==> config.mk <==
export PLATFORM = sky130hd
export DESIGN_NAME = rs485_frame_sched
export DESIGN_NICKNAME = d
export VERILOG_FILES = /design/src/rtl/rs485_pkg.sv /design/src/rtl/rs485_rr_arb2.sv /design/src/rtl/rs485_frame_sched.sv
export SDC_FILE = /design/constraint.sdc
export NUM_CORES = 1
export LEC_CHECK = 0
export ABC_AREA = 1
export ABC_CLOCK_PERIOD_IN_PS = 1800
export BUFFER_PORTS_ARGS = -buffer_cell sky130_fd_sc_hd__buf_2
export CAP_MARGIN = 20
export CORE_MARGIN = 2
export CORE_UTILIZATION = 42
export DETAILED_ROUTE_END_ITERATION = 10
export PLACE_DENSITY = 0.72
export SYNTH_ARGS = -nofsm -noshare
export SYNTH_HDL_FRONTEND = slang
export SYNTH_SLANG_ARGS = --single-unit
==> constraint.sdc <==
create_clock -name clk -period 1.8 [get_ports clk]
set_input_delay 0.36 -clock clk [delete_from_list [all_inputs] [get_ports clk]]
set_output_delay 0.36 -clock clk [all_outputs]
set_load 0.02 [all_outputs]
==> src/rtl/rs485_pkg.sv <==
// Shared types and constants for the RS-485 frame scheduler.
package rs485_pkg;

  typedef enum logic [2:0] {
    ST_IDLE,
    ST_PRE,
    ST_LOAD,
    ST_SEND,
    ST_WAIT,
    ST_POST
  } state_e;

  // Position of the byte currently being sent within the frame.
  typedef enum logic [2:0] {
    IDX_SYNC,
    IDX_ID,
    IDX_LEN,
    IDX_PL,
    IDX_CHK
  } idx_e;

  localparam logic [7:0] SYNC_BYTE_DEF = 8'hA5;
  // One bit time at 19200 baud from a 50 MHz clock.
  localparam int         BPS_CYCLES    = 2604;

endpackage

==> src/rtl/rs485_rr_arb2.sv <==
// Two-requester round-robin arbiter; sel=1 means requester 1 wins.
module rs485_rr_arb2 (
  input  logic clk,
  input  logic rst_n,
  input  logic req0,
  input  logic req1,
  input  logic take,
  output logic any,
  output logic sel
);

  logic last_grant;

  // Lone requester wins; on contention the one not granted last time wins.
  always_comb begin
    any = req0 | req1;
    if (req0 && req1) sel = ~last_grant;
    else              sel = req1;
  end

  // Remember the most recent winner; reset to 1 so requester 0 wins first.
  always_ff @(posedge clk or negedge rst_n) begin
    if (!rst_n)    last_grant <= 1'b1;
    else if (take) last_grant <= sel;
  end

endmodule

==> src/rtl/rs485_frame_sched.sv <==
// Frame scheduler: arbitrates two requesters, frames SYNC/ID/LEN/payload/XOR
// and feeds the byte transmitter while driving DE with pre/post guard times.
//
// state | meaning
// IDLE  | DE low, waiting for a request while the transmitter is ready
// PRE   | DE high, counting the leading guard time
// LOAD  | select the next frame byte, register it, fold it into the checksum
// SEND  | byte strobe high for one cycle
// WAIT  | waiting for the transmitter to finish the byte
// POST  | DE high, counting the trailing guard time
module rs485_frame_sched
  import rs485_pkg::*;
#(
  parameter logic [7:0] SYNC_BYTE  = SYNC_BYTE_DEF,
  parameter int         GUARD_PRE  = BPS_CYCLES,
  parameter int         GUARD_POST = BPS_CYCLES,
  parameter int         GW         = 16
) (
  input  logic       clk,
  input  logic       rst_n,
  input  logic       req0,
  input  logic       req1,
  input  logic [7:0] id0,
  input  logic [7:0] id1,
  input  logic [7:0] len0,
  input  logic [7:0] len1,
  input  logic [7:0] data0,
  input  logic [7:0] data1,
  output logic       pl_rd0,
  output logic       pl_rd1,
  output logic       gnt0,
  output logic       gnt1,
  output logic       done0,
  output logic       done1,
  output logic       tx_din_vld,
  output logic [7:0] tx_din,
  input  logic       tx_rdy,
  output logic       de,
  output logic       busy
);

  localparam logic [GW-1:0] PRE_LOAD  = GW'(GUARD_PRE - 1);
  localparam logic [GW-1:0] POST_LOAD = GW'(GUARD_POST - 1);

  state_e        state, state_nxt;
  idx_e          idx, idx_nxt;
  logic [7:0]    pl_idx, pl_idx_nxt;
  logic [7:0]    id_q, id_nxt, len_q, len_nxt, chk_q, chk_nxt;
  logic          src_q, src_nxt;
  logic [GW-1:0] gcnt, gcnt_nxt;
  logic          de_nxt, vld_nxt, gnt0_nxt, gnt1_nxt, done0_nxt, done1_nxt;
  logic [7:0]    din_nxt, byte_sel;
  logic          arb_any, arb_sel, take;

  rs485_rr_arb2 u_arb (
    .clk   (clk),
    .rst_n (rst_n),
    .req0  (req0),
    .req1  (req1),
    .take  (take),
    .any   (arb_any),
    .sel   (arb_sel)
  );

  assign busy = (state != ST_IDLE);

  // Next-state, datapath updates and the combinational payload pop strobes.
  always_comb begin
    state_nxt  = state;
    idx_nxt    = idx;
    pl_idx_nxt = pl_idx;
    id_nxt     = id_q;
    len_nxt    = len_q;
    chk_nxt    = chk_q;
    src_nxt    = src_q;
    gcnt_nxt   = gcnt;
    de_nxt     = de;
    din_nxt    = tx_din;
    vld_nxt    = 1'b0;
    gnt0_nxt   = 1'b0;
    gnt1_nxt   = 1'b0;
    done0_nxt  = 1'b0;
    done1_nxt  = 1'b0;
    take       = 1'b0;
    pl_rd0     = 1'b0;
    pl_rd1     = 1'b0;

    case (idx)
      IDX_SYNC: byte_sel = SYNC_BYTE;
      IDX_ID:   byte_sel = id_q;
      IDX_LEN:  byte_sel = len_q;
      IDX_PL:   byte_sel = src_q ? data1 : data0;
      default:  byte_sel = chk_q;
    endcase

    case (state)
      ST_IDLE: begin
        if (arb_any && tx_rdy) begin
          take       = 1'b1;
          gnt0_nxt   = ~arb_sel;
          gnt1_nxt   = arb_sel;
          src_nxt    = arb_sel;
          id_nxt     = arb_sel ? id1 : id0;
          len_nxt    = arb_sel ? len1 : len0;
          chk_nxt    = 8'h00;
          idx_nxt    = IDX_SYNC;
          pl_idx_nxt = 8'h00;
          gcnt_nxt   = PRE_LOAD;
          de_nxt     = 1'b1;
          state_nxt  = ST_PRE;
        end
      end
      ST_PRE: begin
        if (gcnt == '0) state_nxt = ST_LOAD;
        else            gcnt_nxt  = gcnt - 1'b1;
      end
      ST_LOAD: begin
        din_nxt = byte_sel;
        vld_nxt = 1'b1;
        if (idx inside {IDX_ID, IDX_LEN, IDX_PL}) chk_nxt = chk_q ^ byte_sel;
        if (idx == IDX_PL) begin
          pl_rd0 = ~src_q;
          pl_rd1 = src_q;
        end
        state_nxt = ST_SEND;
      end
      ST_SEND: state_nxt = ST_WAIT;
      ST_WAIT: begin
        if (tx_rdy) begin
          if (idx == IDX_CHK) begin
            gcnt_nxt  = POST_LOAD;
            state_nxt = ST_POST;
          end else begin
            state_nxt = ST_LOAD;
            case (idx)
              IDX_SYNC: idx_nxt = IDX_ID;
              IDX_ID:   idx_nxt = IDX_LEN;
              IDX_LEN: begin
                idx_nxt    = (len_q == 8'h00) ? IDX_CHK : IDX_PL;
                pl_idx_nxt = 8'h00;
              end
              default: begin
                if (pl_idx == len_q - 8'd1) idx_nxt    = IDX_CHK;
                else                        pl_idx_nxt = pl_idx + 8'd1;
              end
            endcase
          end
        end
      end
      ST_POST: begin
        if (gcnt == '0) begin
          de_nxt    = 1'b0;
          done0_nxt = ~src_q;
          done1_nxt = src_q;
          state_nxt = ST_IDLE;
        end else begin
          gcnt_nxt = gcnt - 1'b1;
        end
      end
      default: state_nxt = ST_IDLE;
    endcase
  end

  // State and registered outputs; reset drops DE at once and clears the frame.
  always_ff @(posedge clk or negedge rst_n) begin
    if (!rst_n) begin
      state      <= ST_IDLE;
      idx        <= IDX_SYNC;
      pl_idx     <= 8'h00;
      id_q       <= 8'h00;
      len_q      <= 8'h00;
      chk_q      <= 8'h00;
      src_q      <= 1'b0;
      gcnt       <= '0;
      de         <= 1'b0;
      tx_din     <= 8'h00;
      tx_din_vld <= 1'b0;
      gnt0       <= 1'b0;
      gnt1       <= 1'b0;
      done0      <= 1'b0;
      done1      <= 1'b0;
    end else begin
      state      <= state_nxt;
      idx        <= idx_nxt;
      pl_idx     <= pl_idx_nxt;
      id_q       <= id_nxt;
      len_q      <= len_nxt;
      chk_q      <= chk_nxt;
      src_q      <= src_nxt;
      gcnt       <= gcnt_nxt;
      de         <= de_nxt;
      tx_din     <= din_nxt;
      tx_din_vld <= vld_nxt;
      gnt0       <= gnt0_nxt;
      gnt1       <= gnt1_nxt;
      done0      <= done0_nxt;
      done1      <= done1_nxt;
    end
  end

endmodule

# == Word-level counts from Yosys, hierarchy flattened ==
# Index checks and enable logic that the tools add are counted.
# classes
addsub,3
multipliers,0
div_mod_pow,0
n_lt_le_gt_ge,0
eq_ne,21
shift,0
n_mux,49
n_bitwise,5
reduce_logical,21
# ops
operator,count
16-bit 2-to-1 mux,4
8-bit 2-to-1 mux,8
16-bit one-hot mux with 3 select lines,1
8-bit one-hot mux with 2 select lines,3
8-bit one-hot mux with 4 select lines,1
3-bit 2-to-1 mux,10
1-bit 2-to-1 mux,18
2-bit != test (second input constant),9
3-bit one-hot mux with 6 select lines,1
16-bit logical NOT,1
16-bit by 1-bit subtractor with 16-bit output (second input constant),1
3-bit by 2-bit == test with 1-bit output (second input constant),4
5-bit AND reduction,2
3-bit == test (second input constant),3
3-bit one-hot mux with 3 select lines,1
3-bit nonzero test,3
8-bit by 1-bit adder with 8-bit output (second input constant),1
8-bit == test,1
8-bit logical NOT,1
8-bit by 1-bit subtractor with 8-bit output (second input constant),1
8-bit bitwise XOR,1
3-bit by 1-bit == test with 1-bit output (second input constant),2
3-bit logical NOT,2
3-bit one-hot mux with 2 select lines,1
other kinds (12),19
# word_totals
regBits,70
latch_bits,0
mem_bits_rw,0
romBits,0
out_inout_bits,17
elab_cells,115
n_memories,0

# == Logic depth before layout (Yosys ltp) ==
# logic_depth
word_depth,7
ltp_mapped,14
mapped_depth_nobuf,14

# == By module ==
# Synthesis repeated with hierarchy kept, for this count alone.
# unflattened
hier_cells,586
area_unflattened_um2,4165.2
# modules_own_cells
mod,instances,cells_each,area_each_um2
rs485_frame_sched,1,578,4106.4
rs485_rr_arb2,1,8,58.8

# == Worst setup path before layout ==
# No wires, ideal clock.
# synth_timing
kind,register -> output
startpoint,register state[2]
endpoint,output pl_rd0
arrival_time_ns,1.512
t_required_ns,1.440
setup_slack_ns,-0.072
path_stages_with_launch,5
n_path_buf,1
cell_sequence,dfrtp_1 > nor3_4 > inv_4 > clkbuf_1 > nor3_1
# synth_between
elab_chain_len,2
# synth_rtl
element,line_no,source
"start, declared",rs485_frame_sched.sv:45,"state_e state, state_nxt;"
"start signal, assigned",rs485_frame_sched.sv:183,state <= state_nxt;
3-bit by 2-bit == test with 1-bit output,rs485_frame_sched.sv:96,case (state)
1-bit 2-to-1 mux,rs485_frame_sched.sv:96,
"end, declared",rs485_frame_sched.sv:29,"output logic pl_rd0,"
# Every way passes these cells.

# == Worst setup path after layout ==
# layout_timing
startpoint,register gcnt[0]
endpoint,register gcnt[15]
# layout_between
elab_chain_len,3
word_cells_on_any_way,6
# layout_rtl
element,line_no,source
"start, declared",rs485_frame_sched.sv:50,"logic [GW-1:0] gcnt, gcnt_nxt;"
"start signal, assigned",rs485_frame_sched.sv:190,gcnt <= gcnt_nxt;
16-bit by 1-bit subtractor with 16-bit output or 16-bit logical NOT (tied branches),n/a,
16-bit 2-to-1 mux or 2-bit != test (tied branches),n/a,
16-bit one-hot mux with 3 select lines or 5-bit AND reduction (tied branches),n/a,
# Several ways; a longest one is shown, not always the timed one. The select of a mux whose other input is x is not followed.
# A chain may end at the register's enable or synchronous reset.

==> out/metrics.csv <==
stage,metric,value,unit
setup_path,path_max_fanout,7,
sta,setup_viol,18,
finish,utilization,57.3,%
synth,yosys_warnings,0,
power_and_ir_drop,finalPower,0.00832,W
power_and_ir_drop,switching_share,44.4,%
setup_path,r2r_cells,10,
sta,timing.final.ws_setup,-64.7,ps
sta,relSlewSlack,61.0,%
detailed_routing,ant_nets,0,
setup_path,cp_slowest_cell,dfrtp_1,
global_route,grt_pass1_wl,17900,um
cts,cts_tree,yes,
placed_design,dp_hpwl,7660,um
die,initial_core_util,43.0,%
sta,slew_viol_final,0,
finish,antennaDiodeCount,0,
die,coreArea,9730,um2
min_path,hold_path_class,input port to async pin,
die,dieHeight,104,um
synth,ys_seq_area_share,41.9,%
setup_path,r2r_start,gcnt[0],
power_and_ir_drop,power_frac_comb,51.3,%
synth,syn_area_per_cell,7.52,um2
sta,rsz0062_at_grt,yes,
cts,root_buffer,clkbuf_8,
power_and_ir_drop,p_leak,2.72,nW
sta,fin_crit,1860,ps
global_route,grt_usage,20.5,%
status,failed_checks,"hold timing, setup timing",
detailed_routing,routedWlPerCell,13.9,um
synth,synth_nets,612,
synth,ys_ff_latch,70,
placed_design,placed_cell_area,4860,um2
global_route,grt_pass1_vias,3946,
cts,clk_latency,360,ps
synth,synth_top_area_cell,dfrtp_1,
setup_path,crit_path_end_kind,register,
sta,min_period_over_period,104,%
cts,numCtsBuffers,9,
sta,fmax,536,MHz
setup_path,reg2reg_slack,-60,ps
global_route,grt_overflow,0,
setup_path,worstPathArrival,2110,ps
power_and_ir_drop,clockPowerShare,18.0,%
power_and_ir_drop,power_frac_seq,30.7,%
cts,clock_sinks,70,
status,run_status,"complete, but fails checks",
power_and_ir_drop,p_per_area,1490,nW/um2
synth,yosysMostFrequentCell,nand2_1,
finish,postLayoutCellArea,5580,um2
setup_path,critPathKind,register to register,
sta,finalHoldViolations,12,
detailed_routing,via_count,4155,
synth,synth_commonest_cells,"nand2_1 (186), dfrtp_1 (69), nor2_1 (55)",
synth,synthDistinctLibCells,42,
detailed_routing,via_per_inst,5.13,
synth,synth_top_area_share,41.3,%
die,die_w,104,um
synth,syn_inst,556,
detailed_routing,drt_iter0_drc,301,
run,drv_cap,0,
synth,synthTopCellsByArea,"dfrtp_1 (41%), nand2_1 (17%), nand3_1 (6.1%), nor2_1 (4.9%), inv_1 (3.1%)",
power_and_ir_drop,p_int,0.00463,W
global_route,antenna_found_initial,0,
synth,synthFlopType,dfrtp_1,
placed_design,io_buffers,69,
setup_path,critical_path_required,2050,ps
power_and_ir_drop,ir_worst_vdd,0.000605,V
detailed_routing,firstDrtPassIters,4,
setup_path,critPathMaxStageDelay,400,ps
detailed_routing,drc,0,
die,rows,36,
synth,syn_area,4180,um2
placed_design,gp_congestion,0.865,
setup_path,r2r_end,gcnt[15],
setup_path,path_common_cell,nand2_4,
cts,cts.htree.levels,3,
finish,nets,728,
sta,fin_skew,15.4,ps
setup_path,crit_chain,inv_2 > ha_4 > nand2_4 > nor2_4 > nand2_2 > nor4_4 > nand3_2 > nand2_4 > clkbuf_16 > o31ai_4,
synth,async_flop_share,100,%
die,io_pins,70,
finish,nFillCells,905,
cts,clkTransAtPathRegs,90,ps
synth,synth_edf_count,0,
sta,worst_pin_slew,579,ps
detailed_routing,routed_wl,11200,um
cts,cts_max_path_buffers,2,
power_and_ir_drop,p_sw,0.00370,W
finish,syn_to_final_growth,33.4,%
setup_path,crit_path_start_kind,register,
die,fp.dieArea,10800,um2
global_route,grt_max_degree,71,
sta,hold_slack,-16.6,ps
finish,drive_gt1_share,35.2,%
==> power groups by stage <==
stage	clock network (W)	registers, W	logic, W
floorplan	0	0.00256	0.00218
global placement	0	0.00251	0.00325
detailed placement	0	0.00253	0.00332
CTS	0.00152	0.00252	0.00344
global route	0.00159	0.00261	0.00468
finish	0.00150	0.00255	0.00427
==> per-stage QoR <==
step | TNS [ps] | worst slack (ps) | instances
finish | -616 | -64.7 | 810
global placement | 0 | 13.6 | 773
detailed placement | -813 | -114 | 773
floorplan | -144 | -72.0 | 556
CTS | -0.640 | -0.640 | 793
global route | -4240 | -175 | 810
==> per-layer routing <==
metal  part of all wire (%)  track usage [%]
met1                     43             26.1
met2                     50             35.5
met3                    4.6             2.96
met4                    1.9             7.53
met5                      0                0
==> final cells by class <==
cell class              count  area, um2  area share, %
clock inverters             7        103           1.84
repair buffers            117        803           14.4
multi-input cells         429       2450           44.0
well taps                 133        166           2.98
clock buffers               9        124           2.22
flip-flops and latches     70       1760           31.5
inverters                  45        174           3.12
==> how the worst max path moves through the flow <==
stage	from	slack, ps	endpoint	cells past startpoint
floorplan	state[2]	-70	pl_rd0	4
global placement	len_q[2]	10	idx[0]	12
detailed placement	len_q[1]	-110	idx[1]	13
CTS	state[1]	-0.6	pl_rd1	6
global route	gcnt[0]	-180	gcnt[3]	11
finish	gcnt[0]	-60	gcnt[15]	10
==> placed cells by master, fill, tap and decap left out, types with 2 or more instances in the layout <==
cell | Yosys | final
nand3_2 | 1 | 10
nor3_2 | 2 | 4
inv_2 | 9 | 16
inv_6 | 0 | 3
o31ai_4 | 1 | 5
xor2_1 | 14 | 14
inv_4 | 1 | 2
nor2_1 | 55 | 51
ha_4 | 0 | 2
dfrtp_2 | 0 | 3
nand3_1 | 51 | 41
dfrtp_1 | 69 | 66
nor2_4 | 4 | 6
xnor2_1 | 4 | 4
o211ai_1 | 7 | 7
a22oi_1 | 6 | 6
a31oi_1 | 9 | 9
a21oi_1 | 7 | 7
nand4_1 | 14 | 14
clkbuf_8 | 0 | 9
nand2_4 | 1 | 6
buf_6 | 5 | 2
buf_4 | 4 | 42
o21ai_0 | 14 | 10
bufinv_16 | 0 | 2
buf_12 | 0 | 4
clkbuf_16 | 0 | 2
o21ai_2 | 1 | 3
nor2_2 | 2 | 4
nand3_4 | 1 | 3
or2_2 | 12 | 12
o21ai_1 | 8 | 9
nor3_1 | 8 | 6
inv_1 | 34 | 26
buf_2 | 2 | 67
nand2_2 | 5 | 22
nand2_1 | 186 | 164
==> sequential cells by signal, indices dropped and copies added, names as in the netlist, 3 cells and up <==
name and cells:
len_q 8, idx 3, state 3, id_q 8
tx_din 8, pl_idx 8, chk_q 8, gcnt 16
==> worst max-delay path: cells and delay by family, from the launching register on <==
| kind | cells | cell delay (ps) |
|---|---|---|
| simple gates | 6 | 850 |
| flops | 1 | 400 |
| buf+inv | 2 | 270 |
| fa+ha+maj | 1 | 150 |
| compound gates | 1 | 70 |
==> logic make-up (layout without fill, tap and decap cells) <==
group / count (synthesis) / after routing / synth area share, %
simple gates: 347 / 348 / 37.6
flops: 70 / 70 / 41.9
compound gates: 60 / 60 / 9.27
buf+inv: 58 / 178 / 6.58
xor+xnor: 18 / 18 / 3.77
fa+ha+maj: 3 / 3 / 0.897
==> repair_timing <==
| action | in CTS | in global routing |
|---|---|---|
| setup endpoints to repair | 13 | 36 |
| gates resized for setup | 16 | 68 |
| hold buffers | 0 | 0 |
| setup buffers | 3 | 15 |
| pin swaps | 4 | 16 |
| cloned | 1 | 2 |
Note: power is estimated with default switching activity, not from simulation.
